<file path="config.mk">
export PLATFORM = sky130hd
export DESIGN_NAME = pipe_adder
export DESIGN_NICKNAME = d
export VERILOG_FILES = /design/src/rtl/pipe_adder_pkg.sv /design/src/rtl/adder_slice.sv /design/src/rtl/fulladder.sv /design/src/rtl/pipe_adder.sv
export SDC_FILE = /design/constraint.sdc
export NUM_CORES = 1
export LEC_CHECK = 0
export BUFFER_PORTS_ARGS = -buffer_cell sky130_fd_sc_hd__clkbuf_2
export CORE_UTILIZATION = 45
export CTS_CLUSTER_DIAMETER = 50
export DETAILED_ROUTE_END_ITERATION = 10
export GPL_TIMING_DRIVEN = 0
export PLACE_DENSITY = 0.71
export SLEW_MARGIN = 20
export SYNTH_ARGS = -nofsm -noshare
export SYNTH_HDL_FRONTEND = slang
export SYNTH_SLANG_ARGS = --single-unit
</file>
<file path="constraint.sdc">
create_clock -name clk -period 3.1 [get_ports clk]
set_input_delay 0.465 -clock clk [delete_from_list [all_inputs] [get_ports clk]]
set_output_delay 0.465 -clock clk [all_outputs]
set_load 0.05 [all_outputs]
</file>
<file path="src/rtl/pipe_adder_pkg.sv">
// Shared constants for the pipelined adder: default geometry and the
// slice-width helper used by pipe_adder.
package pipe_adder_pkg;

    localparam int unsigned DEFAULT_WIDTH  = 16;
    localparam int unsigned DEFAULT_STAGES = 4;

    // Width of one pipeline slice.
    function automatic int unsigned slice_width(input int unsigned width,
                                                input int unsigned stages);
        return width / stages;
    endfunction

endpackage

</file>
<file path="src/rtl/adder_slice.sv">
// Combinational SW-bit ripple adder with carry in/out, built from fulladder
// cells. Each bit keeps its own carry net so the ripple is not one vector
// feeding back on itself.
module adder_slice #(
    parameter int unsigned SW = 4
) (
    input  logic [SW-1:0] i_a,
    input  logic [SW-1:0] i_b,
    input  logic          i_ci,
    output logic [SW-1:0] o_sum,
    output logic          o_co
);

    for (genvar i = 0; i < SW; i++) begin : g_bit
        logic w_cin;
        logic w_cout;

        if (i == 0) begin : g_lsb
            assign w_cin = i_ci;
        end else begin : g_up
            assign w_cin = g_bit[i-1].w_cout;
        end

        fulladder u_fa (
            .i_a  (i_a[i]),
            .i_b  (i_b[i]),
            .i_ci (w_cin),
            .o_s  (o_sum[i]),
            .o_co (w_cout)
        );
    end

    assign o_co = g_bit[SW-1].w_cout;

endmodule

</file>
<file path="src/rtl/fulladder.sv">
// Single-bit full adder cell; the building block of every adder slice.
module fulladder (
    input  logic i_a,
    input  logic i_b,
    input  logic i_ci,
    output logic o_s,
    output logic o_co
);

    assign o_s  = i_a ^ i_b ^ i_ci;
    assign o_co = (i_a & i_b) | (i_ci & (i_a ^ i_b));

endmodule

</file>
<file path="src/rtl/pipe_adder.sv">
// Pipelined carry-chain adder: a WIDTH-bit add with carry-in split into
// STAGES registered slices, valid/ready at both ends with a global stall.
// Optional macro PIPE_ADDER_OVF_EN adds out_ovf (signed overflow flag).
module pipe_adder
    import pipe_adder_pkg::*;
#(
    parameter int unsigned WIDTH  = DEFAULT_WIDTH,
    parameter int unsigned STAGES = DEFAULT_STAGES
) (
    input  logic             clk,
    input  logic             rst_n,
    input  logic             in_valid,
    output logic             in_ready,
    input  logic [WIDTH-1:0] in_a,
    input  logic [WIDTH-1:0] in_b,
    input  logic             in_ci,
    output logic             out_valid,
    input  logic             out_ready,
    output logic [WIDTH-1:0] out_sum,
    output logic             out_co
`ifdef PIPE_ADDER_OVF_EN
    ,
    output logic             out_ovf
`endif
);

    localparam int unsigned SW   = slice_width(WIDTH, STAGES);
    localparam int unsigned LAST = STAGES - 1;

    if ((WIDTH % STAGES) != 0) begin : g_illegal
        $error("pipe_adder: WIDTH must be a multiple of STAGES");
    end

    // Per-stage state: valid, slice carry, summed low bits, and the operands
    // travelling alongside so later stages find their unsummed upper slices.
    logic             r_v   [STAGES];
    logic             r_c   [STAGES];
    logic [WIDTH-1:0] r_sum [STAGES];
    logic [WIDTH-1:0] r_a   [STAGES];
    logic [WIDTH-1:0] r_b   [STAGES];

    logic [SW-1:0]    w_ps  [STAGES];
    logic             w_co  [STAGES];
    logic             w_adv;

    for (genvar k = 0; k < STAGES; k++) begin : g_slice
        logic [SW-1:0] w_sa;
        logic [SW-1:0] w_sb;
        logic          w_ci;

        if (k == 0) begin : g_first
            assign w_sa = in_a[SW-1:0];
            assign w_sb = in_b[SW-1:0];
            assign w_ci = in_ci;
        end else begin : g_next
            assign w_sa = r_a[k-1][k*SW +: SW];
            assign w_sb = r_b[k-1][k*SW +: SW];
            assign w_ci = r_c[k-1];
        end

        adder_slice #(.SW(SW)) u_slice (
            .i_a   (w_sa),
            .i_b   (w_sb),
            .i_ci  (w_ci),
            .o_sum (w_ps[k]),
            .o_co  (w_co[k])
        );
    end

    // Whole pipe advances together unless the output is held.
    assign w_adv    = !r_v[LAST] | out_ready;
    assign in_ready = w_adv;

    // Stage registers; data only loads behind a valid token so bubbles never
    // disturb the output registers.
    always_ff @(posedge clk or negedge rst_n) begin
        if (!rst_n) begin
            for (int unsigned k = 0; k < STAGES; k++) begin
                r_v[k]   <= 1'b0;
                r_c[k]   <= 1'b0;
                r_sum[k] <= '0;
                r_a[k]   <= '0;
                r_b[k]   <= '0;
            end
        end else if (w_adv) begin
            r_v[0] <= in_valid;
            if (in_valid) begin
                r_a[0]           <= in_a;
                r_b[0]           <= in_b;
                r_c[0]           <= w_co[0];
                r_sum[0]         <= '0;
                r_sum[0][SW-1:0] <= w_ps[0];
            end
            for (int unsigned k = 1; k < STAGES; k++) begin
                r_v[k] <= r_v[k-1];
                if (r_v[k-1]) begin
                    r_a[k]               <= r_a[k-1];
                    r_b[k]               <= r_b[k-1];
                    r_c[k]               <= w_co[k];
                    r_sum[k]             <= r_sum[k-1];
                    r_sum[k][k*SW +: SW] <= w_ps[k];
                end
            end
        end
    end

    assign out_valid = r_v[LAST];
    assign out_sum   = r_sum[LAST];
    assign out_co    = r_c[LAST];

`ifdef PIPE_ADDER_OVF_EN
    // Derived only from final-stage registers, so it resets and holds with out_sum.
    assign out_ovf = (r_a[LAST][WIDTH-1] == r_b[LAST][WIDTH-1]) &
                     (r_sum[LAST][WIDTH-1] != r_a[LAST][WIDTH-1]);
`endif

endmodule

</file>
==> qor.txt <==
Sum of buffers and inverters on the critical path = 3
Die Y = 98.7 microns
Sink Count = 96
Commonest non-fill, non-tap cell in the layout = dfrtp_1
Register area share after synthesis = 0.571
Synth Instances = 278
Crit path time final = 2.38 ns
Layout cell share with drive strength beyond 1 = 0.513
Fin Clk Skew = 0.0147 ns
Vias = 2170
Stages on the worst setup path = 8
Busiest metal layer after global routing = met2
Non-Filler Instances = 459
Clock share of power = 0.170
Simple-gate share of the synthesized area = 0.0122
Internal power = 3420 uW
Largest net degree at the start of global routing = 81
Worst slew pin tran = 0.385 ns
Slew HR = 0.743
RSZ-0062 raised after global routing = no
Sw Share = 0.359
Nets@finish = 399
Yosys warns = 0
# fillers = 740
Crit-path max FO = 2
Die Area = 0.00974 sq mm
R2R setup slack = 0.72 ns
Status = completed
# diodes = 0
Switching power = 1920 uW
Largest family of logic cells by synthesized area = multiplexers
Via density = 4.73
Synthesis-to-layout area growth = 16.3%
H-tree levels = 3
GPL Wtd Cong = 0.694
Compound-gate portion of the synthesized area = 0.00893
Maximum clock frequency = 0.420 GHz
Final WL = 6.50 mm
RR Startpoint = g_slice[3].w_sa[0]
Grt met2 use = 0.258
Final worst slack = 0.719 ns
Clock latency on the worst-skew pair = 0.36 ns
Postcts setup bufs = 0
Gr ovfl total = 0
Mux contribution to synthesized area = 0.245
Max stage delay cell, worst path = fa_1
Cell family with the largest share of critical-path delay = adder cells
I/O pins = 56
CP dominant cell by count = fa_1
Pre-CTS setup slack = 0.723 ns
Worst hold endpoint = r_b[57]
DP Area = 0.00465 sq mm
DRT antenna net count = 0
Post-synth top area share = 0.571
Final sum of negative setup slack = 0 ns
Drt first-iter violations = 56
Number of global-route vias before repair = 2362
Setup CP Type = reg2reg
Std-Cell Rows = 34
Sequential share of power = 0.401
Reg2Reg Depth = 8
Final instance area = 0.00489 sq mm
CP arrival = 2.66 ns
Net count of the mapped netlist = 331
Tcrit/Tclk final = 0.768
Worst stage delay on the critical path = 0.48 ns
Crit-path cells = inv_1, fa_1, inv_1, fa_1, fa_1, inv_1, fa_1, a31oi_1
Distinct cells, synth = 16
Dominant cell type by area after synthesis = dfrtp_1
Final hold violation count = 0
Worst hold start = in_b[9]
Post-synthesis adder-cell area fraction = 0.0762
Root Buffer = clkbuf_8
Clock tree buffer depth = 2
Critical Path Source Type = register
First-pass GRT wire length = 11.1 mm
Met1 Usage GRT = 0.182
Placed cells = 442
# DRC = 0
Combinational share of power = 0.429
R2r endpoint = out_sum[15]
Commonest cells after routing, fill and taps aside = 96 x dfrtp_1, 72 x mux2_2, 54 x clkbuf_2
Final setup fails = 0
Hold Crit Class = in2reg
WP data required = 3.38 ns
M3 GR Usage = 0.0319
PD cells = 1090 mW/mm^2
TritonCTS buffer count = 9
Max VDD drop = 567 uV
DP Wirelength = 4.66 mm
TritonRoute pass-1 iters = 4
Yosys reg bits = 96
Leak = 0.00240 uW
Initial antenna violation count = 0
CTS tree = built
All-Layer GR Usage = 0.149
Post-synthesis xor/xnor area fraction = 0
Max-capacitance violation count = 0
I/O Buffers = 55
Critical path endpoint category = register
Starting density of the core = 0.473
Synthesized cell area = 0.00421 sq mm
Max Slew Vio Count = 0
Leading post-synthesis cells by cell area = dfrtp_1 57%, mux2_2 19%, fa_1 7.6%
Clock Pin Slew Worst Setup and Hold Paths = 0.09 ns
Hold path depth = 2
Die Width = 98.7 microns
Total design power = 5340 uW
Core area = 0.00889 sq mm
WL/cell = 14.2 microns
Synth Area per Inst = 15.1 sq um
-- final cells by class --
class	instances	area, sq um	share of cell area
Sequential cell	96	2400	0.491
Clock buffer	9	124	0.0253
Timing Repair Buffer	57	322	0.0658
Multi-Input combinational cell	119	1440	0.295
Tap cell	108	135	0.0276
Buffer	25	220	0.0450
Inverter	38	143	0.0292
Clock inverter	7	104	0.0212
-- sequential cells by signal (all words and copies together), names as in the netlist --
register / flops
out_sum: 16
r_a: 12
out_co: 1
g_slice.w_sa: 12
g_slice.w_sb: 12
r_sum: 24
out_valid: 1
g_slice.w_ci: 3
r_b: 12
r_v: 3
-- synthesized netlist by cell type --
library cell	instances
buf_4	21
buf_12	2
o21ai_0	3
dfrtp_1	96
fa_1	16
a31oi_1	2
a21oi_1	2
nand2_2	1
nand2_1	3
mux2_2	72
nand2_8	1
nand2b_4	1
mux2i_1	10
inv_1	38
mux2_4	8
buf_6	2
-- stage by stage --
| step | utilization | hold WS (ns) |
|---|---|---|
| after floorplan | - | 0.169 |
| after global placement | 0.519 | 0.483 |
| after detailed placement | 0.523 | 0.330 |
| after CTS | 0.550 | 0.320 |
| after global routing | 0.550 | 0.321 |
| final | 0.550 | 0.332 |
-- worst register-to-register path, stage by stage (launching register included) --
cell and delay, ns:
dfrtp_1 0.40, inv_1 0.09, fa_1 0.19, inv_1 0.07
fa_1 0.48, fa_1 0.44, inv_1 0.09, fa_1 0.39
a31oi_1 0.17
-- how the worst max path moves through the flow --
stage | from | slack (ns) | endpoint
detailed placement | g_slice[3].w_sa[0] | 0.72 | out_sum[15]
CTS | g_slice[3].w_sa[0] | 0.69 | out_sum[15]
global placement | rst_n | 0.40 | out_sum[2]
floorplan | g_slice[3].w_sa[0] | 0.93 | out_sum[15]
finish | g_slice[3].w_sa[0] | 0.72 | out_sum[15]
global route | g_slice[3].w_sa[0] | 0.62 | out_sum[15]
-- cells by family after synthesis --
group,count (synthesis)
flops,96
mux,90
simple gates,6
compound gates,7
fa+ha+maj,16
buf+inv,63
-- metal layers --
layer	vias up	wire, microns
met2	32	3330
li1	1029	-
met1	1100	2870
met5	-	0
met4	0	103
met3	9	197
-- power by group through the flow --
| stage | clock network [uW] | logic, uW | registers [uW] |
|---|---|---|---|
| floorplan | 0 | 1860 | 2110 |
| global placement | 0 | 2250 | 2150 |
| detailed placement | 0 | 2340 | 2180 |
| CTS | 924 | 2340 | 2150 |
| global route | 976 | 2510 | 2220 |
| finish | 906 | 2290 | 2140 |
-- timing repair --
action / 4_1_cts / 5_1_grt
gates resized for setup: 0 / 0
endpoints found under the setup margin: 0 / 0
hold buffers: 1 / 0
hold endpoints to repair: 16 / 0
No activity file was read; power rests on OpenSTA's default activity.
